[config.mk]
export PLATFORM = sky130hd
export DESIGN_NAME = ibex_rvfi_trace_sink_flat
export DESIGN_NICKNAME = d
export VERILOG_FILES = /design/src/rtl/ibex_rvfi_trace_sink_pkg.sv /design/src/rtl/ibex_rvfi_trace_sink_if.sv /design/src/rtl/ibex_trace_rec_fifo.sv /design/src/rtl/ibex_rvfi_trace_sink.sv /design/src/flat_wrapper.sv
export SDC_FILE = /design/constraint.sdc
export NUM_CORES = 1
export LEC_CHECK = 0
export CAP_MARGIN = 15
export CORE_ASPECT_RATIO = 0.5
export CORE_MARGIN = 4
export CORE_UTILIZATION = 58
export DETAILED_ROUTE_END_ITERATION = 6
export PLACE_DENSITY = 0.78
export SLEW_MARGIN = 20
export SYNTH_ARGS = -nofsm -noshare
export SYNTH_HDL_FRONTEND = slang
export SYNTH_SLANG_ARGS = --single-unit
[constraint.sdc]
create_clock -name clk_i -period 19.6 [get_ports clk_i]
set_input_delay 3.92 -clock clk_i [delete_from_list [all_inputs] [get_ports clk_i]]
set_output_delay 3.92 -clock clk_i [all_outputs]
set_load 0.01 [all_outputs]
[src/rtl/ibex_rvfi_trace_sink_pkg.sv]
// Shared types and helpers for the RVFI trace sink: record layout, word selector, packet word builder.
package ibex_rvfi_trace_sink_pkg;

    localparam logic [3:0]  TRACE_SYNC = 4'hA;
    localparam int unsigned OrderW     = 17;
    localparam int unsigned WordW      = 32;

    // Header flag nibble, MSB first as it appears in W0.
    typedef struct packed {
        logic ovf;
        logic trap;
        logic intr;
        logic halt;
    } trace_flags_t;

    // One captured retirement.
    typedef struct packed {
        trace_flags_t        flags;
        logic [1:0]          mode;
        logic [4:0]          rd_addr;
        logic [OrderW-1:0]   order17;
        logic [WordW-1:0]    pc;
        logic [WordW-1:0]    insn;
        logic [WordW-1:0]    rd_wdata;
    } trace_rec_t;

    typedef enum logic [2:0] {
        TrIdle,
        TrW0,
        TrW1,
        TrW2,
        TrW3
    } trace_word_e;

    // Packet word 'sel' of a record; TrIdle yields zero.
    function automatic logic [WordW-1:0] trace_word(trace_rec_t rec, trace_word_e sel);
        logic [WordW-1:0] w;
        w = '0;
        case (sel)
            TrW0:    w = {TRACE_SYNC, rec.flags, rec.mode, rec.rd_addr, rec.order17};
            TrW1:    w = rec.pc;
            TrW2:    w = rec.insn;
            TrW3:    w = rec.rd_wdata;
            default: w = '0;
        endcase
        return w;
    endfunction

endpackage

[src/rtl/ibex_rvfi_trace_sink_if.sv]
// RVFI retirement inputs and the 32-bit trace word stream of the trace sink.
interface ibex_rvfi_trace_sink_if;

    logic        rvfi_valid;
    logic [63:0] rvfi_order;
    logic [31:0] rvfi_insn;
    logic        rvfi_trap;
    logic        rvfi_halt;
    logic        rvfi_intr;
    logic [1:0]  rvfi_mode;
    logic [4:0]  rvfi_rd_addr;
    logic [31:0] rvfi_rd_wdata;
    logic [31:0] rvfi_pc_rdata;

    logic        trace_valid_o;
    logic        trace_ready_i;
    logic [31:0] trace_data_o;
    logic        trace_last_o;

    // Core / downstream side.
    modport master (
        output rvfi_valid, rvfi_order, rvfi_insn, rvfi_trap, rvfi_halt, rvfi_intr,
               rvfi_mode, rvfi_rd_addr, rvfi_rd_wdata, rvfi_pc_rdata, trace_ready_i,
        input  trace_valid_o, trace_data_o, trace_last_o
    );

    // Trace sink side.
    modport slave (
        input  rvfi_valid, rvfi_order, rvfi_insn, rvfi_trap, rvfi_halt, rvfi_intr,
               rvfi_mode, rvfi_rd_addr, rvfi_rd_wdata, rvfi_pc_rdata, trace_ready_i,
        output trace_valid_o, trace_data_o, trace_last_o
    );

endinterface

[src/rtl/ibex_trace_rec_fifo.sv]
// Depth x trace_rec_t synchronous FIFO; exposes the head and the entry behind it.
module ibex_trace_rec_fifo
    import ibex_rvfi_trace_sink_pkg::*;
#(
    parameter int unsigned Depth = 8
) (
    input  logic                       clk_i,
    input  logic                       rst_ni,
    input  logic                       push_i,
    input  trace_rec_t                 data_i,
    input  logic                       pop_i,
    output trace_rec_t                 head_o,
    output trace_rec_t                 head_next_o,
    output logic                       full_o,
    output logic                       empty_o,
    output logic [$clog2(Depth+1)-1:0] level_o
);

    localparam int unsigned PtrW = $clog2(Depth);
    localparam int unsigned LvlW = $clog2(Depth+1);

    trace_rec_t         mem_q [Depth];
    logic [PtrW-1:0]    wr_ptr_q, wr_ptr_d;
    logic [PtrW-1:0]    rd_ptr_q, rd_ptr_d;
    logic [PtrW-1:0]    rd_ptr_nxt;
    logic [LvlW-1:0]    level_q, level_d;
    logic               do_push, do_pop;

    assign full_o      = (level_q == LvlW'(Depth));
    assign empty_o     = (level_q == '0);
    assign level_o     = level_q;
    assign do_push     = push_i && !full_o;
    assign do_pop      = pop_i && !empty_o;
    assign rd_ptr_nxt  = rd_ptr_q + PtrW'(1);
    assign head_o      = mem_q[rd_ptr_q];
    assign head_next_o = mem_q[rd_ptr_nxt];

    // Pointer and occupancy next state; pointers wrap naturally at Depth.
    always_comb begin
        wr_ptr_d = wr_ptr_q;
        rd_ptr_d = rd_ptr_q;
        level_d  = level_q;
        if (do_push) begin
            wr_ptr_d = wr_ptr_q + PtrW'(1);
        end
        if (do_pop) begin
            rd_ptr_d = rd_ptr_nxt;
        end
        case ({do_push, do_pop})
            2'b10:   level_d = level_q + LvlW'(1);
            2'b01:   level_d = level_q - LvlW'(1);
            default: level_d = level_q;
        endcase
    end

    // Storage array, written on accepted push.
    always_ff @(posedge clk_i) begin
        if (do_push) begin
            mem_q[wr_ptr_q] <= data_i;
        end
    end

    // Pointer and level registers.
    always_ff @(posedge clk_i or negedge rst_ni) begin
        if (!rst_ni) begin
            wr_ptr_q <= '0;
            rd_ptr_q <= '0;
            level_q  <= '0;
        end else begin
            wr_ptr_q <= wr_ptr_d;
            rd_ptr_q <= rd_ptr_d;
            level_q  <= level_d;
        end
    end

endmodule

[src/rtl/ibex_rvfi_trace_sink.sv]
// Captures RVFI retirements into a record FIFO and serializes them as 4-word trace packets.
module ibex_rvfi_trace_sink
    import ibex_rvfi_trace_sink_pkg::*;
#(
    parameter int unsigned Depth = 8
) (
    input  logic                       clk_i,
    input  logic                       rst_ni,
    input  logic                       trace_en_i,
    ibex_rvfi_trace_sink_if.slave      bus,
    output logic [15:0]                drop_cnt_o,
    output logic [$clog2(Depth+1)-1:0] fifo_level_o
);

    localparam int unsigned LvlW = $clog2(Depth+1);

    trace_rec_t         push_rec;
    trace_rec_t         head, head_next;
    logic               full, empty;
    logic [LvlW-1:0]    level;
    logic               capture, push, drop, pop, handshake;

    trace_word_e        state_q;
    logic               valid_q;
    logic [WordW-1:0]   data_q;
    logic               last_q;
    logic [15:0]        drop_cnt_q, drop_cnt_d;
    logic               ovf_q, ovf_d;

    logic               unused_order;
    assign unused_order = ^bus.rvfi_order[63:OrderW];

    assign capture   = bus.rvfi_valid && trace_en_i;
    assign push      = capture && !full;
    assign drop      = capture && full;
    assign handshake = valid_q && bus.trace_ready_i;
    assign pop       = handshake && (state_q == TrW3);

    // Record assembled from the current retirement; x0 writes are stored as zero.
    always_comb begin
        push_rec            = '0;
        push_rec.flags.ovf  = ovf_q;
        push_rec.flags.trap = bus.rvfi_trap;
        push_rec.flags.intr = bus.rvfi_intr;
        push_rec.flags.halt = bus.rvfi_halt;
        push_rec.mode       = bus.rvfi_mode;
        push_rec.rd_addr    = bus.rvfi_rd_addr;
        push_rec.order17    = bus.rvfi_order[OrderW-1:0];
        push_rec.pc         = bus.rvfi_pc_rdata;
        push_rec.insn       = bus.rvfi_insn;
        push_rec.rd_wdata   = (bus.rvfi_rd_addr == 5'd0) ? '0 : bus.rvfi_rd_wdata;
    end

    ibex_trace_rec_fifo #(
        .Depth (Depth)
    ) u_fifo (
        .clk_i       (clk_i),
        .rst_ni      (rst_ni),
        .push_i      (push),
        .data_i      (push_rec),
        .pop_i       (pop),
        .head_o      (head),
        .head_next_o (head_next),
        .full_o      (full),
        .empty_o     (empty),
        .level_o     (level)
    );

    // Drop counter saturates; overflow flag rides on the next accepted record.
    always_comb begin
        drop_cnt_d = drop_cnt_q;
        ovf_d      = ovf_q;
        if (drop) begin
            if (drop_cnt_q != 16'hFFFF) begin
                drop_cnt_d = drop_cnt_q + 16'd1;
            end
            ovf_d = 1'b1;
        end else if (push) begin
            ovf_d = 1'b0;
        end
    end

    // Drop counter and pending-overflow registers.
    always_ff @(posedge clk_i or negedge rst_ni) begin
        if (!rst_ni) begin
            drop_cnt_q <= '0;
            ovf_q      <= 1'b0;
        end else begin
            drop_cnt_q <= drop_cnt_d;
            ovf_q      <= ovf_d;
        end
    end

    // Serializer: word data is registered one step ahead, using the entry behind
    // the head when a packet follows directly after W3.
    always_ff @(posedge clk_i or negedge rst_ni) begin
        if (!rst_ni) begin
            state_q <= TrIdle;
            valid_q <= 1'b0;
            data_q  <= '0;
            last_q  <= 1'b0;
        end else begin
            case (state_q)
                TrIdle: begin
                    if (!empty) begin
                        state_q <= TrW0;
                        valid_q <= 1'b1;
                        data_q  <= trace_word(head, TrW0);
                        last_q  <= 1'b0;
                    end
                end
                TrW0: begin
                    if (handshake) begin
                        state_q <= TrW1;
                        data_q  <= trace_word(head, TrW1);
                    end
                end
                TrW1: begin
                    if (handshake) begin
                        state_q <= TrW2;
                        data_q  <= trace_word(head, TrW2);
                    end
                end
                TrW2: begin
                    if (handshake) begin
                        state_q <= TrW3;
                        data_q  <= trace_word(head, TrW3);
                        last_q  <= 1'b1;
                    end
                end
                TrW3: begin
                    if (handshake) begin
                        last_q <= 1'b0;
                        if (level >= LvlW'(2)) begin
                            state_q <= TrW0;
                            data_q  <= trace_word(head_next, TrW0);
                        end else begin
                            state_q <= TrIdle;
                            valid_q <= 1'b0;
                            data_q  <= '0;
                        end
                    end
                end
                default: begin
                    state_q <= TrIdle;
                    valid_q <= 1'b0;
                    data_q  <= '0;
                    last_q  <= 1'b0;
                end
            endcase
        end
    end

    assign bus.trace_valid_o = valid_q;
    assign bus.trace_data_o  = data_q;
    assign bus.trace_last_o  = last_q;
    assign drop_cnt_o        = drop_cnt_q;
    assign fifo_level_o      = level;

endmodule
[src/flat_wrapper.sv]
// flat-port wrapper written by rule: the top's interface ports become plain ports
module ibex_rvfi_trace_sink_flat import ibex_rvfi_trace_sink_pkg::*;
#(
    parameter int unsigned Depth = 8
)
  (clk_i, rst_ni, trace_en_i, drop_cnt_o, fifo_level_o, bus_rvfi_valid, bus_rvfi_order, bus_rvfi_insn, bus_rvfi_trap, bus_rvfi_halt, bus_rvfi_intr, bus_rvfi_mode, bus_rvfi_rd_addr, bus_rvfi_rd_wdata, bus_rvfi_pc_rdata, bus_trace_ready_i, bus_trace_valid_o, bus_trace_data_o, bus_trace_last_o);
  ibex_rvfi_trace_sink_if bus_i ();
  input  logic clk_i;
  input  logic rst_ni;
  input  logic trace_en_i;
  output logic [15:0] drop_cnt_o;
  output logic [$clog2(Depth+1)-1:0] fifo_level_o;
  input wire logic [$bits(bus_i.rvfi_valid)-1:0] bus_rvfi_valid;
  input wire logic [$bits(bus_i.rvfi_order)-1:0] bus_rvfi_order;
  input wire logic [$bits(bus_i.rvfi_insn)-1:0] bus_rvfi_insn;
  input wire logic [$bits(bus_i.rvfi_trap)-1:0] bus_rvfi_trap;
  input wire logic [$bits(bus_i.rvfi_halt)-1:0] bus_rvfi_halt;
  input wire logic [$bits(bus_i.rvfi_intr)-1:0] bus_rvfi_intr;
  input wire logic [$bits(bus_i.rvfi_mode)-1:0] bus_rvfi_mode;
  input wire logic [$bits(bus_i.rvfi_rd_addr)-1:0] bus_rvfi_rd_addr;
  input wire logic [$bits(bus_i.rvfi_rd_wdata)-1:0] bus_rvfi_rd_wdata;
  input wire logic [$bits(bus_i.rvfi_pc_rdata)-1:0] bus_rvfi_pc_rdata;
  input wire logic [$bits(bus_i.trace_ready_i)-1:0] bus_trace_ready_i;
  output wire logic [$bits(bus_i.trace_valid_o)-1:0] bus_trace_valid_o;
  output wire logic [$bits(bus_i.trace_data_o)-1:0] bus_trace_data_o;
  output wire logic [$bits(bus_i.trace_last_o)-1:0] bus_trace_last_o;
  assign bus_i.rvfi_valid = bus_rvfi_valid;
  assign bus_i.rvfi_order = bus_rvfi_order;
  assign bus_i.rvfi_insn = bus_rvfi_insn;
  assign bus_i.rvfi_trap = bus_rvfi_trap;
  assign bus_i.rvfi_halt = bus_rvfi_halt;
  assign bus_i.rvfi_intr = bus_rvfi_intr;
  assign bus_i.rvfi_mode = bus_rvfi_mode;
  assign bus_i.rvfi_rd_addr = bus_rvfi_rd_addr;
  assign bus_i.rvfi_rd_wdata = bus_rvfi_rd_wdata;
  assign bus_i.rvfi_pc_rdata = bus_rvfi_pc_rdata;
  assign bus_i.trace_ready_i = bus_trace_ready_i;
  assign bus_trace_valid_o = bus_i.trace_valid_o;
  assign bus_trace_data_o = bus_i.trace_data_o;
  assign bus_trace_last_o = bus_i.trace_last_o;
  ibex_rvfi_trace_sink #(.Depth(Depth)) u_core (.clk_i(clk_i), .rst_ni(rst_ni), .trace_en_i(trace_en_i), .bus(bus_i), .drop_cnt_o(drop_cnt_o), .fifo_level_o(fifo_level_o));
endmodule
==> impl_metrics.json <==
{
  "status": "finished clean",
  "ys_ff_latch": 1056,
  "synth_async_sr_flop_share": 0.06061,
  "min_period_over_period": 0.3834,
  "skew_ns": 0.01948,
  "drt_iter0_drc": 2912,
  "grt-ovfl-total": 0,
  "p_leak_uw": 0.01486,
  "synth_top_flop_cell": "edfxtp_1",
  "row_count": 69,
  "wl_um": 99140,
  "syn2layout_area_growth_pct": 13.69,
  "grt.total_usage": 0.2599,
  "synth_edf_count": 992,
  "die_h_um": 198.3,
  "synth_seq_area_share": 0.7473,
  "cts_buffer_depth": 3,
  "syn_area_um2": 42000,
  "path_class": "input port to register",
  "layout-drive-gt1-share": 0.2088,
  "arrival_ns": 7.78,
  "crit_path_end_kind": "register",
  "finalMaxSlewViolations": 0,
  "period_minus_slack_ns": 7.515,
  "final_util": 0.6688,
  "top_layer": "met5",
  "numClockSinks": 1056,
  "coreArea_um2": 71400,
  "vias": 21820,
  "viasPerCell": 6.719,
  "fmax_mhz": 133.1,
  "setup_violations": 0,
  "p_per_area_nw_per_um2": 127.1,
  "placed_cells": 3079,
  "met2_length_um": 46280,
  "tightest_slew_ns": 1.119,
  "wl_met1_um": 38220,
  "netlist_instances": 2018,
  "start_util": 0.5883,
  "hold_violations": 0,
  "clk_latency_ns": 0.65,
  "cts_setup_buffers": 0,
  "clk_pin_slew_ns": 0.07,
  "fp.dieW_um": 388.6,
  "grt_pass1_vias": 22160,
  "cts_tree": "done",
  "crit_path_start_kind": "input port",
  "required_ns": 19.87,
  "portBuffers": 181,
  "ctsHtreeMaxLevel": 3,
  "hold_path.class": "register to register",
  "grt_pass1_wl_um": 145900,
  "root_buffer": "clkbuf_16",
  "grt_max_degree": 111,
  "crit_fanout": 51,
  "ctsResizeCount": 0,
  "yosys.cell_types.count": 50,
  "peakVddDrop_uv": 79.88,
  "dp_hpwl_um": 55640,
  "final_nets": 2392,
  "instances_no_fill": 3247,
  "slew_headroom": 0.2463,
  "maxCapViolCount": 0,
  "dr.pass1.iters": 5,
  "setup_tns_ns": 0,
  "drc": 0,
  "wl_met3_um": 12190,
  "numCtsBuffers": 88,
  "final_antenna_net_count": 0,
  "yosys_warnings": 0,
  "wl_per_cell_um": 30.53,
  "routabilityCongestion": 0.8043,
  "syn_nets": 2199,
  "pin_count": 229,
  "antenna_found_initial": 12,
  "hold_buffers": 0,
  "syn_area_per_cell_um2": 20.81,
  "rsz0062_at_grt": "no",
  "dieArea_um2": 77050
}
[metal layers]
layer  GRT usage  vias to the layer above
met5           0                        -
met4     0.08137                       10
met3     0.08110                      189
met2      0.3931                     1316
met1      0.3705                    11350
li1            -                     8954
[through the flow]
stage | hold slack, ns | total power, µW | worst slack (ns) | instance area, µm²
after floorplan | 0.5070 | 3886 | 2.474 | 42000
after global routing | 0.4978 | 6310 | 11.94 | 47750
after CTS | 0.4903 | 6086 | 12.05 | 47730
after global placement | 0.4572 | 4366 | 11.44 | 44980
final | 0.4890 | 6070 | 12.09 | 47750
after detailed placement | 0.4740 | 4402 | 11.36 | 44980
[area by class of cell]
cell class,instances,area (µm²)
tap,958,1199
clock buffer,109,2354
fill,4324,23650
sequential,1056,31400
timing repair buffer,228,2187
antenna,9,22.52
clock inverter,50,397.9
inverter,7,26.28
multi-input combinational,830,10170
[sequential cells by signal (all words and copies together) (netlist names)]
register and count:
u_core.u_fifo.wr_ptr_q 3, u_core.u_fifo.mem_q 992, u_core.u_fifo.rd_ptr_q 3, u_core.ovf_q 1
u_core.bus.trace_valid_o 1, u_core.state_q 3, u_core.bus.trace_last_o 1, u_core.bus.trace_data_o 32
u_core.u_fifo.level_o 4, u_core.drop_cnt_o 16
[worst max-delay path, stage by stage]
cell and delay, ns:
clkdlybuf4s50_1 0.48, nand2_1 0.11, nor2b_1 0.31, nand2_1 0.29, nor2_4 0.88, buf_4 0.82
buf_4 0.78
[cell usage after synthesis, drive strengths merged (2+ instances only)]
cell type,instances,share of area
edfxtp,992,0.71
mux4,274,0.15
a22oi,82,0.015
mux2i,70,0.017
clkbuf,69,0.0062
dfrtp,64,0.038
nand3,60,0.0071
buf,56,0.0062
o21ai,42,0.0050
a21oi,37,0.0044
nor2b,35,0.0052
nand4,31,0.0046
a221oi,30,0.0063
nand2,29,0.0026
a221o,28,0.0067
nor2,24,0.0023
xor2,16,0.0033
nor3,12,0.0017
xnor2,11,0.0023
ha,6,0.0018
inv,5,0.00045
nand3b,5,0.00089
mux2,4,0.0011
nand2b,3,0.00045
nor4,3,0.00045
o31ai,3,0.00054
a32oi,2,0.00042
and2,2,0.00030
and3,2,0.00030
and4,2,0.00042
clkinv,2,0.00018
o211ai,2,0.00036
o22ai,2,0.00030
or3,2,0.00030
or4,2,0.00036
[cell families after synthesis]
family,count (synthesis),synth area share
muxes,348,0.1647
adders and majority gates,6,0.001787
buffers and inverters,132,0.01302
DFF,1056,0.7473
xor gates and xnor gates,27,0.005630
AOI/OAI and AO/OA,232,0.03938
and+or+nand+nor,217,0.02818
[path summary, 6_finish.rpt]
| check | from | to | slack (ns) | cells after the start |
|---|---|---|---|---|
| worst max register to register | u_core.u_fifo.rd_ptr_q[0]$_DFFE_PN0P_ | u_core.bus.trace_data_o[14]$_DFFE_PN0P_ | 15.17 | 7 |
| worst min register to register | u_core.bus.trace_data_o[30]$_DFFE_PN0P_ | u_core.bus.trace_data_o[30]$_DFFE_PN0P_ | 0.49 | 2 |
| worst max-delay path | bus_rvfi_valid | u_core.u_fifo.mem_q[5][6]$_DFFE_PP_ | 12.09 | 7 |
| min in group asynchronous | rst_ni | u_core.drop_cnt_o[8]$_DFFE_PN0P_ | 3.45 | 1 |
| worst min-delay path | u_core.bus.trace_data_o[30]$_DFFE_PN0P_ | u_core.bus.trace_data_o[30]$_DFFE_PN0P_ | 0.49 | 2 |
| max in group asynchronous | rst_ni | u_core.u_fifo.rd_ptr_q[0]$_DFFE_PN0P_ | 15.37 | 1 |
[report_power, final]
| part | internal [µW] | switching [µW] | leakage (µW) |
|---|---|---|---|
| logic | 696 | 865 | 0.00373 |
| clock network | 932 | 765 | 0.00135 |
| registers | 2690 | 125 | 0.00977 |
[placed cells by master, fill, tap and decap left out, types with 10 or more instances in the layout]
cell type        instances
a221oi_1                30
nand3_1                 60
clkinv_2                16
nor2b_1                 34
clkbuf_1                16
xnor2_1                 10
clkbuf_16               90
a21oi_1                 37
clkdlybuf4s50_1        180
edfxtp_1               992
nand2_1                 29
nor2_1                  16
mux4_2                 274
xor2_1                  15
a221o_1                 28
o21ai_0                 36
dfrtp_1                 62
nand4_1                 31
mux2i_1                 70
buf_4                   46
a22oi_1                 82
clkinv_1                24
(Power assumes the default switching activity.)
